## config.mk

```make
export PLATFORM = sky130hd
export DESIGN_NAME = fft_sram_arbiter
export DESIGN_NICKNAME = d
export VERILOG_FILES = /design/src/rtl/fft_sram_arbiter.sv
export SDC_FILE = /design/constraint.sdc
export NUM_CORES = 1
export LEC_CHECK = 0
export BUFFER_PORTS_ARGS = -buffer_cell sky130_fd_sc_hd__buf_2
export CORE_MARGIN = 1.5
export CORE_UTILIZATION = 35
export DETAILED_ROUTE_END_ITERATION = 8
export PLACE_DENSITY = 0.8
export SLEW_MARGIN = 20
export SYNTH_ARGS = -nofsm -noshare
export SYNTH_HDL_FRONTEND = slang
export SYNTH_SLANG_ARGS = --single-unit
```

## constraint.sdc

```tcl
create_clock -name clk -period 2.4 [get_ports clk]
set_clock_uncertainty 0.1 [all_clocks]
set_input_delay 0.48 -clock clk [delete_from_list [all_inputs] [get_ports clk]]
set_output_delay 0.48 -clock clk [all_outputs]
set_load 0.02 [all_outputs]
```

## src/rtl/fft_sram_arbiter.sv

```systemverilog
// Sample-SRAM arbiter for the FFT datapath: loader, FFT engine and host share one port.
// Optional FFT_ARB_ERRCNT_EN adds a saturating err_cnt[7:0] output.
module fft_sram_arbiter #(
    parameter int unsigned ADDR_W    = 9,
    parameter int unsigned DATA_W    = 16,
    parameter int unsigned FRAME_LEN = 256
) (
    input  logic              clk,
    input  logic              rst,
    input  logic              load_we,
    input  logic [ADDR_W-1:0] load_addr,
    input  logic [DATA_W-1:0] load_data,
    input  logic              load_start,
    input  logic              fft_req,
    input  logic              fft_we,
    input  logic [ADDR_W-1:0] fft_addr,
    input  logic [DATA_W-1:0] fft_wdata,
    input  logic              fft_done,
    input  logic              host_rd,
    input  logic [ADDR_W-1:0] host_addr,
    output logic              sram_en,
    output logic              sram_we,
    output logic [ADDR_W-1:0] sram_addr,
    output logic [DATA_W-1:0] sram_wdata,
    input  logic [DATA_W-1:0] sram_rdata,
    output logic              fft_gnt,
    output logic              host_gnt,
    output logic              fft_rvalid,
    output logic              host_rvalid,
    output logic [DATA_W-1:0] rdata,
    output logic [1:0]        phase,
    output logic              fft_go,
    output logic              err,
    output logic [ADDR_W-1:0] load_cnt
`ifdef FFT_ARB_ERRCNT_EN
    ,
    output logic [7:0]        err_cnt
`endif
);

    typedef enum logic [1:0] {
        StIdle = 2'b00,
        StLoad = 2'b01,
        StRun  = 2'b10,
        StDone = 2'b11
    } phase_e;

    localparam logic [ADDR_W-1:0] FrameLen = ADDR_W'(FRAME_LEN);

    phase_e            state_q;
    logic [ADDR_W-1:0] load_cnt_q;
    logic              fft_go_q;
    logic              err_q;
    logic              rvalid_q;
    logic              tag_fft_q;

    logic in_run;
    logic load_gnt;
    logic cnt_full;
    logic start_ok;
    logic start_err;
    logic run_reject;

    // Loader beats host outside RUN; the FFT engine owns the port in RUN.
    always_comb begin
        in_run     = (state_q == StRun);
        load_gnt   = !rst && load_we && !in_run;
        host_gnt   = !rst && host_rd && !load_we && !in_run;
        fft_gnt    = !rst && fft_req && in_run;
        cnt_full   = (load_cnt_q == FrameLen);
        start_ok   = (state_q == StLoad) && load_start && cnt_full;
        start_err  = (state_q == StLoad) && load_start && !cnt_full;
        run_reject = in_run && (load_we || host_rd);

        sram_en    = 1'b0;
        sram_we    = 1'b0;
        sram_addr  = '0;
        sram_wdata = '0;
        if (load_gnt) begin
            sram_en    = 1'b1;
            sram_we    = 1'b1;
            sram_addr  = load_addr;
            sram_wdata = load_data;
        end else if (host_gnt) begin
            sram_en    = 1'b1;
            sram_addr  = host_addr;
        end else if (fft_gnt) begin
            sram_en    = 1'b1;
            sram_we    = fft_we;
            sram_addr  = fft_addr;
            sram_wdata = fft_wdata;
        end
    end

    always_ff @(posedge clk) begin
        if (rst) begin
            state_q    <= StIdle;
            load_cnt_q <= '0;
            fft_go_q   <= 1'b0;
            err_q      <= 1'b0;
            rvalid_q   <= 1'b0;
            tag_fft_q  <= 1'b0;
        end else begin
            fft_go_q <= 1'b0;
            err_q    <= start_err || run_reject;
            rvalid_q <= host_gnt || (fft_gnt && !fft_we);
            if (host_gnt || fft_gnt) begin
                tag_fft_q <= fft_gnt;
            end
            unique case (state_q)
                StIdle, StDone: begin
                    if (load_gnt) begin
                        state_q    <= StLoad;
                        load_cnt_q <= ADDR_W'(1);
                    end
                end
                StLoad: begin
                    if (start_ok) begin
                        state_q    <= StRun;
                        load_cnt_q <= '0;
                        fft_go_q   <= 1'b1;
                    end else if (load_gnt && !cnt_full) begin
                        load_cnt_q <= load_cnt_q + ADDR_W'(1);
                    end
                end
                StRun: begin
                    if (fft_done) begin
                        state_q <= StDone;
                    end
                end
                default: ;
            endcase
        end
    end

    assign phase       = state_q;
    assign load_cnt    = load_cnt_q;
    assign fft_go      = fft_go_q;
    assign err         = err_q;
    assign fft_rvalid  = rvalid_q && tag_fft_q;
    assign host_rvalid = rvalid_q && !tag_fft_q;
    assign rdata       = rvalid_q ? sram_rdata : '0;

`ifdef FFT_ARB_ERRCNT_EN
    logic [7:0] err_cnt_q;

    always_ff @(posedge clk) begin
        if (rst) begin
            err_cnt_q <= '0;
        end else if (err_q && (err_cnt_q != 8'hFF)) begin
            err_cnt_q <= err_cnt_q + 8'd1;
        end
    end

    assign err_cnt = err_cnt_q;
`endif

endmodule

```

==> impl_metrics.py <==
metrics = {
    "outcome": {
        "status": "completed",
    },
    "sta": {
        "tightest_slew_ns": 0.419,
        "rsz0062_at_grt": "false",
        "holdWs_ns": 0.336,
        "slew_headroom_pct": 71.9,
        "fin_crit_sh_pct": 94.1,
        "fmax_ghz": 0.443,
        "tns_ns": 0,
        "slew_violations": 0,
        "final_hold_viol_count": 0,
        "period_minus_slack_ns": 2.26,
        "setup_violations": 0,
    },
    "global_route": {
        "grt_antenna_before_repair": 0,
        "grt_pass1_wl_um": 6780,
        "grt_pass1_vias": 1517,
        "grt_usage_pct": 19.7,
        "grt_start_max_net_pins": 27,
        "grt_overflow_total": 0,
    },
    "route": {
        "drc_errors": 0,
        "drt_iter0_markers": 95,
        "dr.pass1.iters": 4,
        "postRouteAntennaNets": 0,
        "viasPerCell": 4.97,
        "via_count": 1810,
        "wire_per_inst_um": 12.8,
        "drt_wl_total_um": 4670,
    },
    "flow_run": {
        "drv_cap": 0,
    },
    "layout": {
        "fin_nets": 406,
        "diodes": 0,
        "nFillCells": 354,
        "drive_gt1_share_pct": 53.2,
        "area_growth_pct": 64.5,
        "layout_common_cells": "buf_2, nand2_1, and2_1",
        "final_common_cell": "buf_2",
    },
    "clock_network": {
        "cts_setup_buffers": 0,
        "clockRootBuffer": "clkbuf_8",
        "cts_tree": "done",
        "clockBufferDepth": 2,
        "clkSinkCount": 15,
        "cts_resized": 3,
        "h-tree-depth": 1,
        "ctsHoldBuffers": 0,
        "numCtsBuffers": 3,
        "clock_latency_ns": 0.25,
        "clk_pin_slew_ns": 0.06,
    },
    "floorplan": {
        "dieHeight_um": 65.4,
        "num_rows": 22,
        "start_util_pct": 37.0,
        "die-area_um2": 4280,
        "io_pins": 143,
        "core_area_um2": 3690,
        "die_w_um": 65.4,
    },
    "power_and_ir_drop": {
        "leakagePower_nw": 1.33,
        "clkPwrFrac_pct": 14.4,
        "power_frac_comb_pct": 63.0,
        "peakVddDrop_mv": 0.561,
        "seq_power_share_pct": 22.6,
        "powerDensity_nw_per_um2": 629,
        "netSwitchingPower_mw": 0.626,
        "internal_power_mw": 0.785,
        "swShare_pct": 44.4,
    },
    "synthesis": {
        "synth_cell_types": 40,
        "ys_seq_elements": 15,
        "yosysWarningCount": 0,
        "synth-edff-count": 0,
        "synth_nets": 260,
        "seq_area_frac_synth_pct": 22.0,
        "mappedNetlistArea_um2": 1360,
        "async_flop_share_pct": 0,
        "avgSynthCellArea_um2": 7.98,
        "syn_inst": 171,
        "ys.flop_type": "dfxtp_1",
    },
    "worst_setup_path": {
        "r2r_start": "phase[0]$_SDFFE_PP0P_",
        "r2r_slack_ns": 0.40,
        "crit_type": "register to output pin",
        "setup.worst_path.end_class": "output pin",
        "r2r.worst_path.cells": 6,
        "start_kind": "register",
        "cp_data_arrival_time_ns": 1.68,
        "rr_endpoint": "load_cnt[6]$_SDFFE_PP0P_",
        "worstPathRequired_ns": 1.82,
        "crit_fanout": 26,
    },
    "hold_path": {
        "holdPathStages": 2,
        "hp-start": "fft_we",
        "hold_end": "rvalid_q$_SDFF_PP0_",
        "worstHoldPathType": "input port to register",
    },
    "placed_design": {
        "dpl.hpwl_um": 3770,
        "io_buffer_count": 142,
        "place.gp.congestion": 0.759,
    },
}
flip-flops by register name, summed over array words and instances (netlist names):
register	count
load_cnt	9
phase	2
err	1
fft_go	1
rvalid_q	1
tag_fft_q	1
cell usage after synthesis, drive strengths merged, types with 2 or more instances:
master / n / area share [%]
buf: 4 / 1.5
nor2b: 3 / 1.4
nor2: 5 / 1.4
nand3: 6 / 2.2
nand4: 2 / 0.92
a211o: 6 / 3.9
a21oi: 4 / 1.7
a22o: 16 / 10
a31oi: 3 / 2.9
ha: 6 / 5.5
mux2: 2 / 1.7
and3: 8 / 3.7
dfxtp: 15 / 22
nand2b: 3 / 1.4
nand2: 26 / 7.2
and2: 19 / 8.7
a22oi: 9 / 5.0
clkbuf: 3 / 0.83
inv: 6 / 1.7
nor4b: 3 / 4.1
mux2i: 2 / 1.5
o21ai: 3 / 1.1
nor3: 5 / 1.8
through the flow:
| step | total power [mW] | cells | area, um^2 | utilization [%] | setup WS (ns) |
|---|---|---|---|---|---|
| after floorplan | 0.888 | 171 | 1370 | - | 0.0112 |
| after global placement | 1.16 | 360 | 2170 | 58.8 | 0.212 |
| after detailed placement | 1.17 | 360 | 2170 | 58.8 | 0.136 |
| after CTS | 1.39 | 364 | 2220 | 60.2 | 0.0151 |
| after global routing | 1.52 | 364 | 2240 | 60.8 | 0.0142 |
| final | 1.41 | 364 | 2240 | 60.8 | 0.141 |
worst max path at each step:
stage	end	cells after the start	from
5_1_grt	sram_addr[8]	8	phase[0]$_SDFFE_PP0P_
3_5_place_dp	sram_addr[7]	8	phase[0]$_SDFFE_PP0P_
2_1_floorplan	sram_wdata[10]	5	phase[0]$_SDFFE_PP0P_
4_1_cts	sram_wdata[7]	7	phase[0]$_SDFFE_PP0P_
6_report	sram_en	6	phase[0]$_SDFFE_PP0P_
3_3_place_gp	sram_wdata[7]	7	phase[0]$_SDFFE_PP0P_
layout make-up:
| class | instances | area [um^2] | area share, % |
|---|---|---|---|
| multi-input combinational | 142 | 1040 | 46.2 |
| timing repair buffer | 148 | 772 | 34.4 |
| sequential | 15 | 302 | 13.4 |
| tap | 48 | 60.1 | 2.68 |
| clock buffer | 3 | 41.3 | 1.84 |
| inverter | 7 | 27.5 | 1.23 |
| clock inverter | 1 | 5.00 | 0.223 |
worst max-delay path, stage by stage, from the launching register on:
cell and delay [ns]:
dfxtp_2 0.33, inv_1 0.14, ha_4 0.21, nor3b_4 0.06, buf_12 0.16, or3_1 0.35
buf_2 0.17
cell families after synthesis:
| kind of cell | synth area share, % |
|---|---|
| flip-flops | 22.0 |
| adder cells (fa/ha/maj) | 5.50 |
| multiplexers | 3.12 |
| AO/OA/AOI/OAI | 29.1 |
| AND/OR/NAND/NOR | 36.1 |
| buffers and inverters | 4.22 |
power by group through the flow:
stage | clock [mW] | sequential [mW] | combinational, mW
5_1_grt | 0.224 | 0.326 | 0.966
4_1_cts | 0.209 | 0.316 | 0.865
2_1_floorplan | 0 | 0.351 | 0.538
6_report | 0.203 | 0.320 | 0.889
3_3_place_gp | 0 | 0.319 | 0.844
3_5_place_dp | 0 | 0.320 | 0.853
routing by layer:
metal / part of all wire (%) / global-route usage, % / up-vias
met5: 0 / 0 / -
met4: 0.58 / 3.91 / 0
met3: 8.5 / 5.99 / 2
met2: 49 / 34.2 / 77
met1: 42 / 24.0 / 804
li1: - / - / 927
Note: power is estimated with default switching activity, not from simulation.
